===== config.mk =====
export PLATFORM = sky130hd
export DESIGN_NAME = serial_subtractor
export DESIGN_NICKNAME = d
export VERILOG_FILES = /design/src/rtl/serial_subtractor.sv
export SDC_FILE = /design/constraint.sdc
export NUM_CORES = 1
export LEC_CHECK = 0
export BUFFER_PORTS_ARGS = -buffer_cell sky130_fd_sc_hd__buf_4
export CORE_AREA = 2 2 47 49
export CTS_CLUSTER_DIAMETER = 60
export DETAILED_ROUTE_END_ITERATION = 7
export DIE_AREA = 0 0 49 51
export PLACE_DENSITY = 0.85
export SETUP_SLACK_MARGIN = 0.3
export SYNTH_ARGS = -nofsm -noshare
export SYNTH_HDL_FRONTEND = slang
export SYNTH_SLANG_ARGS = --single-unit

===== constraint.sdc =====
create_clock -name clk -period 4.23 [get_ports clk]
set_clock_uncertainty 0.2 [all_clocks]
set_input_delay 0.423 -clock clk [delete_from_list [all_inputs] [get_ports clk]]
set_output_delay 0.423 -clock clk [all_outputs]
set_load 0.005 [all_outputs]

===== src/rtl/serial_subtractor.sv =====
// Bit-serial WIDTH-bit subtractor: A - B - Bin, LSB first.
// start/busy/done handshake; results held until next completion.
module serial_subtractor #(
  parameter int WIDTH = 4
) (
  input  logic             clk,
  input  logic             rst,
  input  logic             start,
  input  logic [WIDTH-1:0] A,
  input  logic [WIDTH-1:0] B,
  input  logic             Bin,
  output logic [WIDTH-1:0] diff,
  output logic             Bout,
  output logic             busy,
  output logic             done
);

  localparam int CW = $clog2(WIDTH + 1);

  typedef enum logic [1:0] {
    S_IDLE,
    S_RUN,
    S_DONE
  } state_t;

  state_t           r_state;
  logic [WIDTH-1:0] r_a;
  logic [WIDTH-1:0] r_b;
  logic [WIDTH-2:0] r_res;
  logic             r_br;
  logic [CW-1:0]    r_cnt;

  logic             w_a;
  logic             w_b;
  logic             w_d;
  logic             w_nb;
  logic             w_last;
  logic [WIDTH-1:0] w_res;

  assign w_a    = r_a[0];
  assign w_b    = r_b[0];
  assign w_d    = w_a ^ w_b ^ r_br;
  assign w_nb   = (~w_a & w_b) | (~(w_a ^ w_b) & r_br);
  // New bit enters at the MSB; after WIDTH shifts bit 0 is the LSB.
  assign w_res  = {w_d, r_res};
  assign w_last = (r_cnt == CW'(WIDTH - 1));

  always_ff @(posedge clk) begin
    if (rst) begin
      r_state <= S_IDLE;
      r_a     <= '0;
      r_b     <= '0;
      r_res   <= '0;
      r_br    <= 1'b0;
      r_cnt   <= '0;
      diff    <= '0;
      Bout    <= 1'b0;
      busy    <= 1'b0;
      done    <= 1'b0;
    end else begin
      unique case (r_state)
        S_IDLE: begin
          if (start) begin
            r_a     <= A;
            r_b     <= B;
            r_br    <= Bin;
            r_cnt   <= '0;
            busy    <= 1'b1;
            r_state <= S_RUN;
          end
        end
        S_RUN: begin
          r_a   <= {1'b0, r_a[WIDTH-1:1]};
          r_b   <= {1'b0, r_b[WIDTH-1:1]};
          r_br  <= w_nb;
          r_res <= w_res[WIDTH-1:1];
          r_cnt <= r_cnt + 1'b1;
          if (w_last) begin
            diff    <= w_res;
            Bout    <= w_nb;
            done    <= 1'b1;
            r_state <= S_DONE;
          end
        end
        S_DONE: begin
          done    <= 1'b0;
          busy    <= 1'b0;
          r_state <= S_IDLE;
        end
        default: r_state <= S_IDLE;
      endcase
    end
  end

endmodule


==> flow_summary_export.csv <==
group,metric,value,unit
placed_design,dp_hpwl,1380,microns
clock_network,clk_pin_slew,0.12,ns
yosys,synth_warnings,0,
placed_design,dp_cells,142,
yosys,syn_inst,102,
floorplan,die_y,51,microns
critical_path,worstPathArrival,1.92,ns
global_routing,antenna_found_initial,0,
global_routing,grt_pass1_wl,3130,microns
flow_run,maxCapViolCount,0,
clock_network,post_cts_buffers,0,
global_routing,grt_usage,16.2,%
power_and_ir_drop,power-per-cell-area,339,nW/um^2
clock_network,ctsHoldBuffers,0,
clock_network,insertion_delay,0.30,ns
yosys,synth_edf_count,0,
floorplan,io_pins,19,
clock_network,cts_buffer_depth,2,
timing,finalSetupTns,0,ns
critical_path,worstPathMaxFanout,16,
critical_path,critPathLaunch,"r_state[0]",
power_and_ir_drop,ir_drop,222,uV
worst_hold_path,hp-class,"in2reg",
critical_path,reg2reg_from,"r_state[0]",
critical_path,crit_required,4.23,ns
clock_network,htreeDepth,1,
placed_design,io_buffers,18,
yosys,synth_top_family_by_area,"compound AO/OA/AOI/OAI gates",
yosys,ys_ff_latch,24,
route,first_pass_iters,4,
route,wire_per_inst,12.7,microns
critical_path,start_kind,"flip-flop",
timing,max_clock_freq,521,MHz
floorplan,start_util,50.2,%
route,route.detailed.drc,0,
yosys,synth_compound_area_share,20.4,%
timing,worst_pin_slew,0.644,ns
timing,slew_viol_final,0,
clock_network,cts_tree,"done",
clock_network,numCtsBuffers,3,
yosys,synth-xor-area-share,0,%
global_routing,gr-total-overflow,0,
yosys,yosysMostFrequentCell,"dfxtp_1",
route,via_count,777,
finish,area_growth_syn_to_layout,14.1,%
critical_path,crit_path_end_kind,"flip-flop",
timing,slew_headroom,57.0,%
yosys,synth-async-reset-ratio,0,%
critical_path,crit_chain,"nor2b_2, mux2i_1, nor2_1",
floorplan,dieWidth,49,microns
run_status,outcome,"complete, no violations",
route,drt-initial-drc-count,7,
worst_hold_path,worstHoldStart,"B[3]",
critical_path,r2r_cells,3,
timing,final_hold_viol_count,0,
yosys,synthSimpleGateAreaFrac,13.5,%
clock_network,root_buffer,"clkbuf_4",
route,routed_via_density,5.36,
route,postRouteAntennaNets,0,
timing,final-setup-viol-count,0,
yosys,synth_top_area_share,46.4,%
floorplan,fp-row-count,17,
yosys,seq_area_frac_synth,46.4,%
timing,rsz0062_at_grt,"no",
finish,diodes,0,
yosys,synth_flop_cell,"dfxtp_1",
finish,final_cells,145,
yosys,syn_area,1040,sq um
global_routing,grt_pass1_vias,766,
yosys,synth-adder-area-share,4.35,%
timing,fin_crit_sh,45.4,%
power_and_ir_drop,p_leak,0.465,nW
finish,drive_gt1_share,27.4,%
finish,final_nets,134,
yosys,synth_top_area_cell,"dfxtp_1",
placed_design,place_congestion,0.715,
yosys,syn_area_per_cell,10.2,sq um
critical_path,critPathKind,"reg2reg",
clock_network,cts.sinks,24,
yosys,syn-num-nets,117,
critical_path,slowest_delay,0.75,ns
worst_hold_path,whs_path_depth,3,
yosys,synth_cell_type_count,28,
yosys,synth.mux.area_fraction,8.70,%
route,wirelength,1850,microns
floorplan,fp.dieArea,2500,sq um
floorplan,fp.coreArea,2060,sq um
timing,final.min_clock_period,1.92,ns
yosys,yosys-top-cells-count,"dfxtp_1 (24), nor2_1 (15), mux2i_1 (9), a21oi_1 (7)",
clock_network,cts.repair.resized,0,
critical_path,critPathSlowestCell,"dfxtp_1",
global_routing,grt_start_max_net_pins,24,
yosys,synth_area_leaders,"dfxtp_1 (46%), mux2i_1 (8.7%), a211oi_2 (7.2%)",
[layer usage]
layer	vias to the layer above	part of all wire (%)	GRT usage, %
li1	394	-	-
met1	369	44	17.7
met2	12	52	31.1
met3	2	2.9	2.34
met4	0	0.97	7.14
met5	-	0	0
[report_power, final]
part           internal (mW)  switching [mW]
logic                 0.0294          0.0293
clock network         0.0332          0.0603
registers              0.238          0.0112
[registers in the layout, summed over array words and instances, names as in the netlist]
name,count
r_cnt,3
r_a,4
busy,1
Bout,1
r_br,1
r_b,4
r_state,2
r_res,3
done,1
diff,4
[placed cells by master (no fill, tap or decap), drive strengths merged, types with 2 or more instances in the layout]
| master | instances |
|---|---|
| dfxtp | 24 |
| buf | 18 |
| nor2 | 15 |
| mux2i | 9 |
| a21oi | 7 |
| inv | 6 |
| a211oi | 6 |
| nand3 | 4 |
| nand2 | 4 |
| a22oi | 3 |
| clkbuf | 3 |
| o21ai | 2 |
| nor3 | 2 |
| ha | 2 |
| nor2b | 2 |
[cell type report]
| type | count | area (sq um) |
|---|---|---|
| fillers | 188 | 881 |
| multi-input cells | 66 | 487 |
| flip-flops and latches | 24 | 480 |
| repair buffers | 18 | 135 |
| well taps | 28 | 35.0 |
| clock buffers | 3 | 22.5 |
| inverters | 6 | 22.5 |
[cells by family (layout without fill, tap and decap cells)]
family | count (synthesis) | count (layout)
AOI/OAI and AO/OA | 24 | 24
buffers and inverters | 12 | 27
muxes | 9 | 9
adders and majority gates | 3 | 3
and+or+nand+nor | 30 | 30
DFF | 24 | 24
[path summary, 6_finish.rpt]
| kind | to | slack (ns) |
|---|---|---|
| max | r_res[0] | 2.31 |
| min | r_b[3] | 0.16 |
| max reg2reg | r_res[0] | 2.31 |
| min reg2reg | diff[0] | 0.27 |
[per-stage QoR]
step	worst slack (ns)	hold WS [ns]	instance area [sq um]	power [mW]	utilization, %
CTS	2.32	0.159	1180	0.404	57.3
detailed placement	2.33	0.254	1160	0.313	56.2
finish	2.31	0.158	1180	0.401	57.3
global route	2.18	0.174	1180	0.418	57.3
global placement	2.41	0.241	1160	0.309	56.2
floorplan	2.73	0.228	1040	0.298	-
[critical path, delay by kind of cell, from the launching register on]
| family | cells | cell delay (ns) |
|---|---|---|
| and+or+nand+nor | 2 | 0.62 |
| DFF | 1 | 0.75 |
| muxes | 1 | 0.24 |
(Power assumes the default switching activity.)
